File: src/rtl/store_enc.sv
// Store encoder: aligns, size/strobe/lane-encodes one MEM-stage store and drives
// it over an SRAM-like req/addr_ok/data_ok bus, rejecting misaligned stores as AdES.
module store_enc (
    input  logic        clk,
    input  logic        resetn,
    input  logic        st_valid,
    input  logic [1:0]  st_op,
    input  logic [31:0] st_addr,
    input  logic [31:0] st_data,
    input  logic        flush,
    output logic        st_ready,
    output logic        st_done,
    output logic        st_ades,
    output logic [31:0] st_badvaddr,
    output logic        data_req,
    output logic        data_wr,
    output logic [1:0]  data_size,
    output logic [31:0] data_addr,
    output logic [31:0] data_wdata,
    output logic [3:0]  data_wstrb,
    input  logic        data_addr_ok,
    input  logic        data_data_ok
);

    typedef enum logic [1:0] {
        S_IDLE = 2'd0,
        S_REQ  = 2'd1,
        S_WAIT = 2'd2
    } state_t;

    state_t      r_state, w_state_nxt;
    logic        r_cancel, w_cancel_nxt;
    logic        w_done_nxt;
    logic        w_accept, w_misaligned, w_issue;
    logic [1:0]  w_size;
    logic [31:0] w_wdata;
    logic [3:0]  w_wstrb;
    logic        r_done, r_ades;
    logic [31:0] r_badvaddr, r_addr, r_wdata;
    logic [1:0]  r_size;
    logic [3:0]  r_wstrb;

    assign st_ready = (r_state == S_IDLE);
    assign w_accept = st_valid & st_ready & ~flush;
    assign w_issue  = w_accept & ~w_misaligned;

    always_comb begin
        w_misaligned = 1'b0;
        w_size       = 2'd2;
        w_wdata      = st_data;
        w_wstrb      = 4'b1111;
        case (st_op)
            2'b00: begin
                w_size  = 2'd0;
                w_wdata = {4{st_data[7:0]}};
                w_wstrb = 4'b0001 << st_addr[1:0];
            end
            2'b01: begin
                w_misaligned = st_addr[0];
                w_size       = 2'd1;
                w_wdata      = {2{st_data[15:0]}};
                w_wstrb      = st_addr[1] ? 4'b1100 : 4'b0011;
            end
            default: w_misaligned = |st_addr[1:0];
        endcase
    end

    // A flush while the bus owes us data_ok only marks the store cancelled;
    // the handshake must still drain so the bus protocol stays intact.
    always_comb begin
        w_state_nxt  = r_state;
        w_cancel_nxt = r_cancel;
        w_done_nxt   = 1'b0;
        case (r_state)
            S_IDLE: begin
                w_cancel_nxt = 1'b0;
                if (w_issue) w_state_nxt = S_REQ;
            end
            S_REQ: begin
                if (data_addr_ok) begin
                    w_state_nxt  = S_WAIT;
                    w_cancel_nxt = flush;
                end else if (flush) begin
                    w_state_nxt = S_IDLE;
                end
            end
            S_WAIT: begin
                if (flush) w_cancel_nxt = 1'b1;
                if (data_data_ok) begin
                    w_state_nxt  = S_IDLE;
                    w_done_nxt   = ~(r_cancel | flush);
                    w_cancel_nxt = 1'b0;
                end
            end
            default: w_state_nxt = S_IDLE;
        endcase
    end

    always_ff @(posedge clk or negedge resetn) begin
        if (!resetn) begin
            r_state  <= S_IDLE;
            r_cancel <= 1'b0;
        end else begin
            r_state  <= w_state_nxt;
            r_cancel <= w_cancel_nxt;
        end
    end

    always_ff @(posedge clk or negedge resetn) begin
        if (!resetn) begin
            r_done     <= 1'b0;
            r_ades     <= 1'b0;
            r_badvaddr <= '0;
            r_size     <= '0;
            r_addr     <= '0;
            r_wdata    <= '0;
            r_wstrb    <= '0;
        end else begin
            r_done <= w_done_nxt;
            r_ades <= w_accept & w_misaligned;
            if (w_accept && w_misaligned) r_badvaddr <= st_addr;
            if (w_issue) begin
                r_size  <= w_size;
                r_addr  <= st_addr;
                r_wdata <= w_wdata;
                r_wstrb <= w_wstrb;
            end
        end
    end

    assign st_done     = r_done;
    assign st_ades     = r_ades;
    assign st_badvaddr = r_badvaddr;
    assign data_req    = (r_state == S_REQ);
    assign data_wr     = data_req;
    assign data_size   = r_size;
    assign data_addr   = r_addr;
    assign data_wdata  = r_wdata;
    assign data_wstrb  = r_wstrb;

endmodule

File: config.mk
export PLATFORM = sky130hd
export DESIGN_NAME = store_enc
export DESIGN_NICKNAME = d
export VERILOG_FILES = /design/src/rtl/store_enc.sv
export SDC_FILE = /design/constraint.sdc
export NUM_CORES = 1
export LEC_CHECK = 0
export BUFFER_PORTS_ARGS = -buffer_cell sky130_fd_sc_hd__buf_2
export CAP_MARGIN = 10
export CORE_ASPECT_RATIO = 1.5
export CORE_MARGIN = 1.5
export CORE_UTILIZATION = 45
export CTS_CLUSTER_SIZE = 30
export DETAILED_ROUTE_END_ITERATION = 8
export GPL_TIMING_DRIVEN = 0
export PLACE_DENSITY = 0.75
export SETUP_SLACK_MARGIN = 0.4
export SKIP_LAST_GASP = 1
export SLEW_MARGIN = 10
export SYNTH_ARGS = -nofsm -noshare
export SYNTH_HDL_FRONTEND = slang
export SYNTH_SLANG_ARGS = --single-unit
File: constraint.sdc
create_clock -name clk -period 4.5 [get_ports clk]
set_clock_uncertainty 0.05 [all_clocks]
set_input_delay 0.45 -clock clk [delete_from_list [all_inputs] [get_ports clk]]
set_output_delay 0.45 -clock clk [all_outputs]
set_load 0.01 [all_outputs]
==> results by group <==
Outcome
  • Status: complete, but fails checks
  • Violations in the final reports: DRC

Detailed routing
  • Iter 0 DRT Violations: 85
  • Vias per cell: 5.14
  • Post-Route WL: 10700 um
  • Total iterations of the first detailed-routing run: 6
  • Post-DRT Antenna Nets: 0
  • Vias post-DR: 3367
  • Drt drc: 12
  • Avg WL per Cell: 16.4 um

STA
  • RSZ-0062 raised after global routing: no
  • Fmax: 0.474 GHz
  • Sum Neg Setup Slack: 0 ns
  • Final WS setup: 2.39 ns
  • Hold slack: 0.0106 ns
  • Final min period: 2.11 ns
  • Setup violations, final: 0
  • Slew HR: 0.660
  • Worst slew pin tran: 0.510 ns
  • Max Slew Vio Count: 0
  • Fin. Hold Viols: 0
  • Final period utilization: 0.468

Yosys
  • Post-synthesis register bit count: 107
  • Synth top area cells: dfrtp_1 58%, mux2_2 11%, mux2_4 7.9%
  • Leading area contributor after synthesis: dfrtp_1
  • Syn avg cell area: 13.3 um^2
  • Cell Area, Synth: 4590 um^2
  • Fraction of registers with async set/reset: 1.00
  • Post-synth top area share: 0.584
  • Synthesis Warnings: 0
  • Synth unique cells: 33
  • Syn nets: 420
  • Synthesized instance count: 344
  • Number of synthesized flops with an enable pin: 0
  • Ys flop type: dfrtp_1
  • Register area share after synthesis: 0.584

Pwr
  • Sw power: 1.29 mW
  • Sw frac: 0.328
  • LEAKAGE: 3.07 nW
  • Flop pwr share: 0.420
  • Total power per unit cell area: 662 nW/um^2
  • Tot Pwr: 3.94 mW
  • Maximum VDD drop: 0.306 mV
  • Combinational power share: 0.380
  • Int Pwr: 2.65 mW
  • Clock share of power: 0.200

Worst hold path
  • Worst hold path type: in -> async

Cells and area
  • Commonest non-fill, non-tap cell in the layout: buf_2
  • Post-route cell area: 5960 um^2
  • Antenna cells: 0
  • Final net count: 609
  • Highest-count cells in the layout ignoring fill and taps: 184 x buf_2, 107 x dfrtp_1, 45 x mux2_2, 35 x nand2_1, 34 x o21ai_0
  • # fillers: 850
  • Share of cells above drive strength 1: 0.528
  • P&R area growth vs syn: 29.9%

Critical path
  • Critical Path AT: 2.27 ns
  • Cell depth of the worst setup path: 6
  • Flop2flop setup slack: 2.39 ns
  • CP Capture Type: register
  • Worst Setup Start Kind: register
  • Slowest stage delay, CP: 0.42 ns
  • Worst Reg-to-Reg Cells: 6
  • Critical path fanouts, max: 10
  • CP cell instances: inv_1 -> ha_1 -> nand3b_1 -> a21oi_4 -> buf_6 -> mux2_2
  • Setup CP Type: reg -> reg
  • Worst path required time: 4.67 ns
  • Slowest-stage cell, CP: dfrtp_1
  • CP Buf/Inv Count: 2
  • Top Family by Delay on Critical Path: flip-flops

Clocking
  • Clock Sinks: 107
  • Worst-skew pair later-pin latency: 0.33 ns
  • Root Driver: clkbuf_16
  • Clk buf depth: 2
  • Clock-pin slew on the worst setup and hold paths: 0.07 ns
  • Htree depth: 3
  • CTS tree: yes
  • Hold-fix buffers at CTS: 0
  • Cts bufs inserted: 9
  • Setup Buffers After CTS: 0
  • Post-cts resize count: 0

GRT
  • Busiest metal layer after global routing: met2
  • Routing usage on met2: 0.352
  • Initial antenna violation count: 0
  • GRT Residual Overflow: 0
  • GR Util met3: 0.0488
  • Met1 Use GR: 0.230
  • Largest net degree at the start of global routing: 55
  • First-pass GRT wire length: 16900 um
  • Vias in the first global route: 3390
  • GRT Total Usage: 0.200

Place
  • RD Place Congestion: 0.823
  • Placed instance area: 5650 um^2
  • DP HPWL: 8010 um
  • Buffers on Ports: 177
  • Worst slack at placement: 2.40 ns

Floorplanning
  • Num rows: 45
  • Core box area: 10000 um^2
  • Starting density of the core: 0.458
  • Width of the chip: 85.4 um
  • Die Span Y: 127 um
  • IO Pins: 179
  • Die ar.: 10800 um^2

Run
  • Max-Cap Viols: 0
-- metrics by stage --
stage                     instances   util
after floorplan                 344      -
after global placement          638  0.561
after detailed placement        639  0.564
after CTS                       655  0.594
after global routing            655  0.594
final                           655  0.594
-- final cells by class --
cell class                 count  area (um^2)  share of cell area
tap                          117          146              0.0246
multi-input combinational    215         1760               0.295
inverter                       3         11.3             0.00189
clock inverter                 4         48.8             0.00819
timing repair buffer         178          920               0.154
buffer                        19          138              0.0231
clock buffer                  12          256              0.0431
sequential                   107         2680               0.449
-- cell usage after synthesis, drive strengths merged (4+ instances only) --
cell	n
a21oi	12
buf	16
dfrtp	107
ha	4
mux2	70
mux2i	24
nand2	35
nand2b	6
nand3	4
nor2	10
o21ai	36
-- power by group through the flow --
stage / clock (mW) / sequential (mW) / combinational, mW
5_1_grt: 0.850 / 1.71 / 1.62
6_report: 0.790 / 1.65 / 1.50
2_1_floorplan: 0 / 1.88 / 0.623
3_5_place_dp: 0 / 1.67 / 1.51
3_3_place_gp: 0 / 1.64 / 1.48
4_1_cts: 0.817 / 1.66 / 1.51
-- state kept, by name, indices dropped and copies added (netlist names) --
name         cells
st_done          1
data_size        2
data_addr       32
st_badvaddr     32
data_wstrb       4
st_ades          1
r_cancel         1
data_wdata      32
r_state          2
-- kinds of logic (layout without fill, tap and decap cells) --
kind of cell | after synthesis | after routing | share of synthesized area
buffers and inverters | 22 | 216 | 0.0325
muxes | 94 | 94 | 0.244
AOI/OAI and AO/OA | 52 | 52 | 0.0628
DFF | 107 | 107 | 0.584
adders and majority gates | 4 | 4 | 0.0109
and+or+nand+nor | 65 | 65 | 0.0660
-- layer usage --
metal | wire length, um | part of all wire | up-vias
met3 | 576 | 0.054 | 16
li1 | - | - | 1575
met2 | 5720 | 0.53 | 106
met4 | 217 | 0.020 | 0
met1 | 4230 | 0.39 | 1670
met5 | 0 | 0 | -
-- path summary, 6_finish.rpt --
| kind | startpoint | endpoint |
|---|---|---|
| max | r_state[0] | st_badvaddr[3] |
| min | resetn | st_badvaddr[9] |
| max reg2reg | r_state[0] | st_badvaddr[3] |
| min reg2reg | r_cancel | st_done |
| max in group asynchronous | resetn | data_addr[31] |
| min in group clk | data_data_ok | st_done |
Power figures use the tool's default switching activity.
